`src/rtl/mac_seq_ctrl_if.sv`:
```
// mac_seq_ctrl_if: job, operand, mac and result signals of the MAC sequencing controller.
interface mac_seq_ctrl_if #(
  parameter int bw      = 4,
  parameter int psum_bw = 16,
  parameter int len_bw  = 8
);
  logic               start;
  logic [len_bw-1:0]  len;
  logic [psum_bw-1:0] psum_init;
  logic               busy;
  logic               in_valid;
  logic               in_ready;
  logic [bw-1:0]      in_a;
  logic [bw-1:0]      in_b;
  logic [bw-1:0]      mac_a;
  logic [bw-1:0]      mac_b;
  logic [psum_bw-1:0] mac_c;
  logic [psum_bw-1:0] mac_out;
  logic               out_valid;
  logic               out_ready;
  logic [psum_bw-1:0] out_psum;
  modport slave (
    input  start, len, psum_init, in_valid, in_a, in_b, mac_out, out_ready,
    output busy, in_ready, mac_a, mac_b, mac_c, out_valid, out_psum
  );
  modport master (
    output start, len, psum_init, in_valid, in_a, in_b, mac_out, out_ready,
    input  busy, in_ready, mac_a, mac_b, mac_c, out_valid, out_psum
  );
endinterface

```
`src/rtl/mac_seq_ctrl.sv`:
```
// mac_seq_ctrl: streams a job of operand pairs through one shared combinational mac
// and hands the accumulated psum downstream over a valid/ready port.
module mac_seq_ctrl #(
  parameter int bw      = 4,
  parameter int psum_bw = 16,
  parameter int len_bw  = 8
) (
  input logic           clk,
  input logic           reset,
  mac_seq_ctrl_if.slave bus
);
  typedef enum logic [1:0] {IDLE, RUN, DONE} state_t;
  state_t             state_q;
  logic [psum_bw-1:0] acc_q;
  logic [len_bw-1:0]  count_q;
  logic [len_bw-1:0]  len_q;
  logic               busy_q;
  logic               in_ready_q;
  logic               out_valid_q;
  assign bus.mac_a     = bw'(bus.in_a);
  assign bus.mac_b     = bw'(bus.in_b);
  assign bus.mac_c     = acc_q;
  assign bus.out_psum  = acc_q;
  assign bus.busy      = busy_q;
  assign bus.in_ready  = in_ready_q;
  assign bus.out_valid = out_valid_q;
  // Handshake flags are decoded from the next state so they stay registered.
  always_ff @(posedge clk or negedge reset) begin
    if (!reset) begin
      state_q     <= IDLE;
      acc_q       <= '0;
      count_q     <= '0;
      len_q       <= '0;
      busy_q      <= 1'b0;
      in_ready_q  <= 1'b0;
      out_valid_q <= 1'b0;
    end else if (state_q == IDLE) begin
      if (bus.start) begin
        acc_q       <= bus.psum_init;
        len_q       <= bus.len;
        count_q     <= '0;
        busy_q      <= 1'b1;
        state_q     <= (bus.len != '0) ? RUN : DONE;
        in_ready_q  <= (bus.len != '0);
        out_valid_q <= (bus.len == '0);
      end
    end else if (state_q == RUN) begin
      if (bus.in_valid) begin
        acc_q   <= bus.mac_out;
        count_q <= count_q + len_bw'(1);
        if (count_q + len_bw'(1) == len_q) begin
          state_q     <= DONE;
          in_ready_q  <= 1'b0;
          out_valid_q <= 1'b1;
        end
      end
    end else if (bus.out_ready) begin
      state_q     <= IDLE;
      busy_q      <= 1'b0;
      out_valid_q <= 1'b0;
    end
  end
endmodule

```
`src/flat_wrapper.sv`:
```
// flat-port wrapper written by rule: the top's interface ports become plain ports
module mac_seq_ctrl_flat 
#(
  parameter int bw      = 4,
  parameter int psum_bw = 16,
  parameter int len_bw  = 8
)
  (clk, reset, bus_start, bus_len, bus_psum_init, bus_in_valid, bus_in_a, bus_in_b, bus_mac_out, bus_out_ready, bus_busy, bus_in_ready, bus_mac_a, bus_mac_b, bus_mac_c, bus_out_valid, bus_out_psum);
  mac_seq_ctrl_if #(.bw(bw), .psum_bw(psum_bw), .len_bw(len_bw)) bus_i ();
  input logic clk;
  input logic reset;
  input wire logic [$bits(bus_i.start)-1:0] bus_start;
  input wire logic [$bits(bus_i.len)-1:0] bus_len;
  input wire logic [$bits(bus_i.psum_init)-1:0] bus_psum_init;
  input wire logic [$bits(bus_i.in_valid)-1:0] bus_in_valid;
  input wire logic [$bits(bus_i.in_a)-1:0] bus_in_a;
  input wire logic [$bits(bus_i.in_b)-1:0] bus_in_b;
  input wire logic [$bits(bus_i.mac_out)-1:0] bus_mac_out;
  input wire logic [$bits(bus_i.out_ready)-1:0] bus_out_ready;
  output wire logic [$bits(bus_i.busy)-1:0] bus_busy;
  output wire logic [$bits(bus_i.in_ready)-1:0] bus_in_ready;
  output wire logic [$bits(bus_i.mac_a)-1:0] bus_mac_a;
  output wire logic [$bits(bus_i.mac_b)-1:0] bus_mac_b;
  output wire logic [$bits(bus_i.mac_c)-1:0] bus_mac_c;
  output wire logic [$bits(bus_i.out_valid)-1:0] bus_out_valid;
  output wire logic [$bits(bus_i.out_psum)-1:0] bus_out_psum;
  assign bus_i.start = bus_start;
  assign bus_i.len = bus_len;
  assign bus_i.psum_init = bus_psum_init;
  assign bus_i.in_valid = bus_in_valid;
  assign bus_i.in_a = bus_in_a;
  assign bus_i.in_b = bus_in_b;
  assign bus_i.mac_out = bus_mac_out;
  assign bus_i.out_ready = bus_out_ready;
  assign bus_busy = bus_i.busy;
  assign bus_in_ready = bus_i.in_ready;
  assign bus_mac_a = bus_i.mac_a;
  assign bus_mac_b = bus_i.mac_b;
  assign bus_mac_c = bus_i.mac_c;
  assign bus_out_valid = bus_i.out_valid;
  assign bus_out_psum = bus_i.out_psum;
  mac_seq_ctrl #(.bw(bw), .psum_bw(psum_bw), .len_bw(len_bw)) u_core (.clk(clk), .reset(reset), .bus(bus_i));
endmodule
```
`config.mk`:
```
export PLATFORM = sky130hd
export DESIGN_NAME = mac_seq_ctrl_flat
export DESIGN_NICKNAME = d
export VERILOG_FILES = /design/src/rtl/mac_seq_ctrl_if.sv /design/src/rtl/mac_seq_ctrl.sv /design/src/flat_wrapper.sv
export SDC_FILE = /design/constraint.sdc
export NUM_CORES = 1
export LEC_CHECK = 0
export BUFFER_PORTS_ARGS = -buffer_cell sky130_fd_sc_hd__buf_2
export CAP_MARGIN = 20
export CORE_ASPECT_RATIO = 0.6
export CORE_MARGIN = 2
export CORE_UTILIZATION = 30
export CTS_CLUSTER_SIZE = 40
export DETAILED_ROUTE_END_ITERATION = 7
export PLACE_DENSITY = 0.57
export SLEW_MARGIN = 20
export SYNTH_ARGS = -nofsm -noshare
export SYNTH_HDL_FRONTEND = slang
export SYNTH_SLANG_ARGS = --single-unit
```
`constraint.sdc`:
```
create_clock -name clk -period 2.37 [get_ports clk]
set_input_delay 0.237 -clock clk [delete_from_list [all_inputs] [get_ports clk]]
set_output_delay 0.237 -clock clk [all_outputs]
set_load 0.05 [all_outputs]
```
==> flow_summary.json, run 1 <==
{
  "ir_drop_mv": 0.833,
  "leakage_nw": 1.21,
  "routed.top_layer": "met4",
  "critical_path.max_fanout": 8,
  "routed_via_density": 4.75,
  "finalSetupTns_ps": 0,
  "cpLargestDelayFamily": "compound AO/OA/AOI/OAI gates",
  "clkSlewWorstSetupHoldPaths_ps": 60,
  "cp.arrival_ps": 2330,
  "cts.sinks": 36,
  "antenna_found_initial": 0,
  "synthFlopType": "dfrtp_1",
  "yosys_warnings": 0,
  "placed_area_mm2": 0.00243,
  "slowest_stage": "or4b_4",
  "grt_first_pass_wirelength_mm": 8.26,
  "fp.dieH_um": 69.0,
  "grt_util_all_layers_pct": 13.4,
  "die-area_mm2": 0.00776,
  "gp_congestion": 0.857,
  "start_kind": "register",
  "avgSynthCellArea_um2": 9.61,
  "maxCapViolCount": 0,
  "yosys.area.top_type_share_pct": 42.6,
  "drc": 0,
  "core_area_mm2": 0.00673,
  "insertion_delay_ps": 280,
  "drt_first_pass_iters": 4,
  "ys_types": 47,
  "max_freq_mhz": 461,
  "post_cts_buffers": 0,
  "wl_met3_um": 356,
  "synth.area.mux_share_pct": 12.3,
  "h-tree-depth": 2,
  "num-fill-cells": 713,
  "n_antenna_cell": 0,
  "wl_per_cell_um": 13.6,
  "critical_path_class": "reg -> reg",
  "period_share_pct": 91.6,
  "ys_ff_latch": 36,
  "yosysSeqAreaShare_pct": 42.6,
  "rows": 23,
  "async_flop_share_pct": 100,
  "drive_above_1_share_pct": 37.2,
  "max_stage_delay_ps": 530,
  "start_util_pct": 31.4,
  "grt_max_degree": 37,
  "syn_inst": 220,
  "clock_skew_ps": 1.29,
  "hold_viol": 0,
  "hold_class": "in -> async",
  "p_per_area_mw_per_mm2": 1610,
  "cts_hold_buffers": 0,
  "netlist_top_cells_area": "dfrtp_1 (43%), buf_4 (8.9%), mux2i_1 (8.0%)",
  "status": "completed",
  "synth_fa_ha_area_share_pct": 0.592,
  "crit_chain": "ha_1, nand3_2, o21a_1, or4b_4, a2111oi_0, a21oi_1",
  "wl_met1_mm": 2.57,
  "cts_tree": "done",
  "gr-total-overflow": 0,
  "path_buf_inv": 0,
  "slew_headroom_pct": 46.8,
  "clockRootBuffer": "clkbuf_16",
  "area_growth_syn_to_layout_pct": 23.0,
  "finalCriticalPeriod_ps": 2170,
  "syn_nets": 274,
  "rsz0062_at_grt": "false",
  "synth.most_common_cell": "dfrtp_1",
  "slew_viol_final": 0,
  "numCtsBuffers": 5,
  "grt_pass1_vias": 1592,
  "syn_area_mm2": 0.00211,
  "critical_path_required_ps": 2520,
  "drt_wl_total_mm": 4.94,
  "num_vias": 1730,
  "nets": 330,
  "io-pin-count": 96,
  "ant_nets": 0,
  "synth_common_cells": "dfrtp_1 (36), nand2_1 (29), buf_4 (25)",
  "synth_edf_count": 0,
  "synth_largest_area_cell": "dfrtp_1",
  "wl_met2_mm": 1.97,
  "finalInstanceArea_mm2": 0.00260,
  "hpwl_mm": 3.79,
  "die_x_um": 112,
  "drtIter0Drc": 89,
  "synth-simple-area-share_pct": 15.3,
  "ff2ff_path_depth": 6,
  "finalSetupViolCount": 0,
  "synth-xor-area-share_pct": 3.96,
  "cts.path.max_buffers": 2,
  "worst_setup_path_end_kind": "register",
  "port_buffers": 79,
  "crit_cells": 6,
  "synth_top_family_by_area": "simple AND/OR/NAND/NOR gates",
  "worst_slew_pin_slew_ps": 799,
  "cts_resized": 0,
  "synth_compound_area_share_pct": 13.6
}
==> layout by cell type, fill, tap and decap left out, types with 2 or more instances in the layout <==
master / count
and3_1: 3
xnor2_1: 4
mux2_2: 6
mux2_1: 2
a21oi_1: 6
mux2i_1: 17
a211oi_1: 2
nor4_1: 3
clkbuf_16: 5
buf_2: 79
o21ai_0: 21
a22o_1: 2
buf_4: 6
or4_1: 2
nand3_1: 2
o21ai_1: 5
nand2_1: 29
nor2_1: 9
xor2_1: 3
o31ai_1: 2
nand3b_1: 2
dfrtp_1: 36
inv_1: 4
==> registers in the layout (all words and copies together) (netlist names) <==
signal / cells
u_core.bus.busy: 1
u_core.bus.in_ready: 1
u_core.bus.mac_c: 16
u_core.count_q: 8
u_core.len_q: 8
u_core.state_q: 2
==> metal layers <==
layer	vias up	global-route usage, %
met5	-	0
met3	5	3.87
li1	866	-
met1	797	21.0
met4	0	3.39
met2	62	17.6
==> metrics by stage <==
step                hold WS [ps]  utilization, %  power, mW  worst slack, ps  instances
floorplan                  -58.6               -       3.12              249        220
global route                 130            38.6       4.45             89.2        364
finish                      42.1            38.6       4.19              199        364
CTS                         83.6            38.6       4.24              191        364
detailed placement           383            36.1       3.47              199        356
global placement             383            36.1       3.44              257        356
==> final cells by class <==
type                    count  area, um^2  share of cell area, %
multi-input cells         144         967                   37.2
flip-flops and latches     36         901                   34.6
repair buffers             85         440                   16.9
clock buffers               5         125                   4.81
well taps                  87         109                   4.19
clock inverters             3        42.5                   1.64
inverters                   4        15.0                  0.577
==> worst paths after layout <==
kind | startpoint | slack, ps | endpoint
setup reg to reg | u_core.count_q[0] | 200 | u_core.bus.in_ready
max in group asynchronous | reset | 1820 | u_core.count_q[2]
setup / recovery | u_core.count_q[0] | 200 | u_core.bus.in_ready
hold / removal | reset | 40 | u_core.bus.mac_c[4]
hold reg to reg | u_core.bus.busy | 490 | u_core.bus.busy
min in group clk | bus_len[1] | 180 | u_core.len_q[1]
==> power by group <==
group	switching, mW	total [mW]	internal, mW
registers	0.225	1.10	0.872
logic	1.68	2.34	0.662
clock network	0.259	0.753	0.494
total	2.16	4.19	2.03
==> cell families after synthesis <==
kind of cell / Yosys count
AO/OA/AOI/OAI: 47
XOR/XNOR: 8
adder cells (fa/ha/maj): 1
buffers and inverters: 40
flip-flops: 36
multiplexers: 25
AND/OR/NAND/NOR: 63
No activity file was read; power rests on OpenSTA's default activity.
==> inputs of run 2 (changes only) <==
--- a/config.mk
+++ b/config.mk
@@ -13,6 +13,7 @@
 export CTS_CLUSTER_SIZE = 40
 export DETAILED_ROUTE_END_ITERATION = 7
 export PLACE_DENSITY = 0.57
+export REMOVE_ABC_BUFFERS = 1
 export SLEW_MARGIN = 20
 export SYNTH_ARGS = -nofsm -noshare
 export SYNTH_HDL_FRONTEND = slang
==> run 2 against run 1 <==
Critical path depth unchanged. Global-route usage is 0.35 points lower. Critical path type unchanged. Critical endpoint unchanged. Via count is 1.7% lower.
==> flow_summary.json, run 2 (synthesized netlist as in run 1, its figures left out) <==
{
  "largest_register_ffs": 16,
  "insertion_delay_ps": 280,
  "ant_nets": 0,
  "routed_via_density": 4.67,
  "grt_max_degree": 37,
  "antenna_found_initial": 0,
  "start_util_pct": 31.4,
  "drt_wl_total_mm": 4.82,
  "n_antenna_cell": 0,
  "cpLargestDelayFamily": "compound AO/OA/AOI/OAI gates",
  "layout.cells.non_filler": 364,
  "maxCapViolCount": 0,
  "die-area_mm2": 0.00776,
  "finalSetupTns_ps": 0,
  "h-tree-depth": 2,
  "p_per_area_mw_per_mm2": 1580,
  "period_share_pct": 90.3,
  "leakage_nw": 1.19,
  "max_freq_mhz": 467,
  "critical_path_required_ps": 2520,
  "drc": 0,
  "crit_chain": "ha_1, nand3_2, o21a_1, or4b_4, a2111oi_0, a21oi_1",
  "drive_above_1_share_pct": 36.8,
  "nets": 330,
  "grt_first_pass_wirelength_mm": 8.28,
  "slew_viol_final": 0,
  "port_buffers": 79,
  "worst_slew_pin_slew_ps": 803,
  "io-pin-count": 96,
  "max_stage_delay_ps": 520,
  "dp_cells": 356,
  "mostFrequentLayoutCells": "buf_2 (79), dfrtp_1 (35), nand2_1 (29)",
  "finalCriticalPeriod_ps": 2140,
  "hold_class": "in -> async",
  "wl_per_cell_um": 13.2,
  "cts_tree": "done",
  "num_vias": 1701,
  "die_x_um": 112,
  "gp_congestion": 0.836,
  "clockRootBuffer": "clkbuf_16",
  "worst_setup_path_end_kind": "register",
  "numCtsBuffers": 5,
  "cts.path.max_buffers": 2,
  "finalSetupViolCount": 0,
  "slowest_stage": "or4b_4",
  "rsz0062_at_grt": "false",
  "hpwl_mm": 3.68,
  "start_kind": "register",
  "gr-total-overflow": 0,
  "cts.sinks": 36,
  "critical_path_class": "reg -> reg",
  "fp.dieH_um": 69.0,
  "path_buf_inv": 0,
  "layout_commonest_cell": "buf_2",
  "clock_skew_ps": 7.92,
  "area_growth_syn_to_layout_pct": 21.8,
  "rows": 23,
  "core_area_mm2": 0.00673,
  "slew_headroom_pct": 46.5,
  "ir_drop_mv": 0.792,
  "cp.arrival_ps": 2290,
  "status": "completed",
  "cts_hold_buffers": 0,
  "drtIter0Drc": 122,
  "critical_path.max_fanout": 6,
  "hold_viol": 0,
  "clkSlewWorstSetupHoldPaths_ps": 60,
  "grt_pass1_vias": 1636,
  "grt_util_all_layers_pct": 13.0,
  "drt_first_pass_iters": 4
}
## run 2: changes by cell type in the layout (fill, tap and decap cells not counted), sizes merged
cell and delta:
bufinv -1, clkbuf +2, clkinvlp -1
## run 2: worst register-to-register path, cell delays in order, from the launching register on
cell and delay [ps]:
dfrtp_1 430, ha_1 240, nand3_2 120, o21a_1 210, or4b_4 520, a2111oi_0 370, a21oi_1 130
## run 2: worst paths after layout
kind	start	to	slack, ps	depth (start not counted)
setup / recovery	u_core.count_q[1]	u_core.bus.in_ready	230	6
hold / removal	reset	u_core.bus.in_ready	50	1
setup reg to reg	u_core.count_q[1]	u_core.bus.in_ready	230	6
hold reg to reg	u_core.bus.mac_c[0]	u_core.bus.mac_c[0]	500	2
max in group asynchronous	reset	u_core.count_q[0]	1770	1
min in group clk	bus_len[1]	u_core.len_q[1]	190	2
## run 2: layout make-up
type	instances	area, um^2
multi-input cells	144	967
inverters	4	15.0
clock buffers	7	133
well taps	87	109
fillers	692	4160
repair buffers	85	440
clock inverters	1	8.76
flip-flops and latches	36	902
## run 2: report_power, final
group / switching (mW) / leakage, nW / internal (mW) / total [mW]
combinational: 1.68 / 0.679 / 0.662 / 2.34
sequential: 0.232 / 0.445 / 0.874 / 1.11
clock: 0.238 / 0.0681 / 0.392 / 0.629
## run 2: routing by layer
| layer | up-vias | GRT usage [%] | share of wire [%] |
|---|---|---|---|
| met5 | - | 0 | 0 |
| met4 | 0 | 2.85 | 0.83 |
| met3 | 5 | 4.22 | 6.5 |
| met2 | 55 | 17.5 | 39 |
| met1 | 774 | 20.1 | 53 |
| li1 | 867 | - | - |
## run 2: through the flow
stage / hold WS [ps] / setup WS (ps) / area, um^2 / power [mW] / util (%)
detailed placement: 378 / 192 / 2430 / 3.46 / 36.1
global route: 122 / 62.1 / 2570 / 4.34 / 38.2
finish: 51.0 / 229 / 2570 / 4.07 / 38.2
CTS: 78.1 / 167 / 2570 / 4.11 / 38.2
floorplan: -58.6 / 50.1 / 1880 / 2.83 / -
global placement: 379 / 279 / 2430 / 3.44 / 36.1
## run 2: timing repair
| item | 4_1_cts | 5_1_grt |
|---|---|---|
| buffers inserted | 0 | 0 |
| setup endpoints to repair | 0 | 1 |
| gates resized for setup | 0 | 1 |
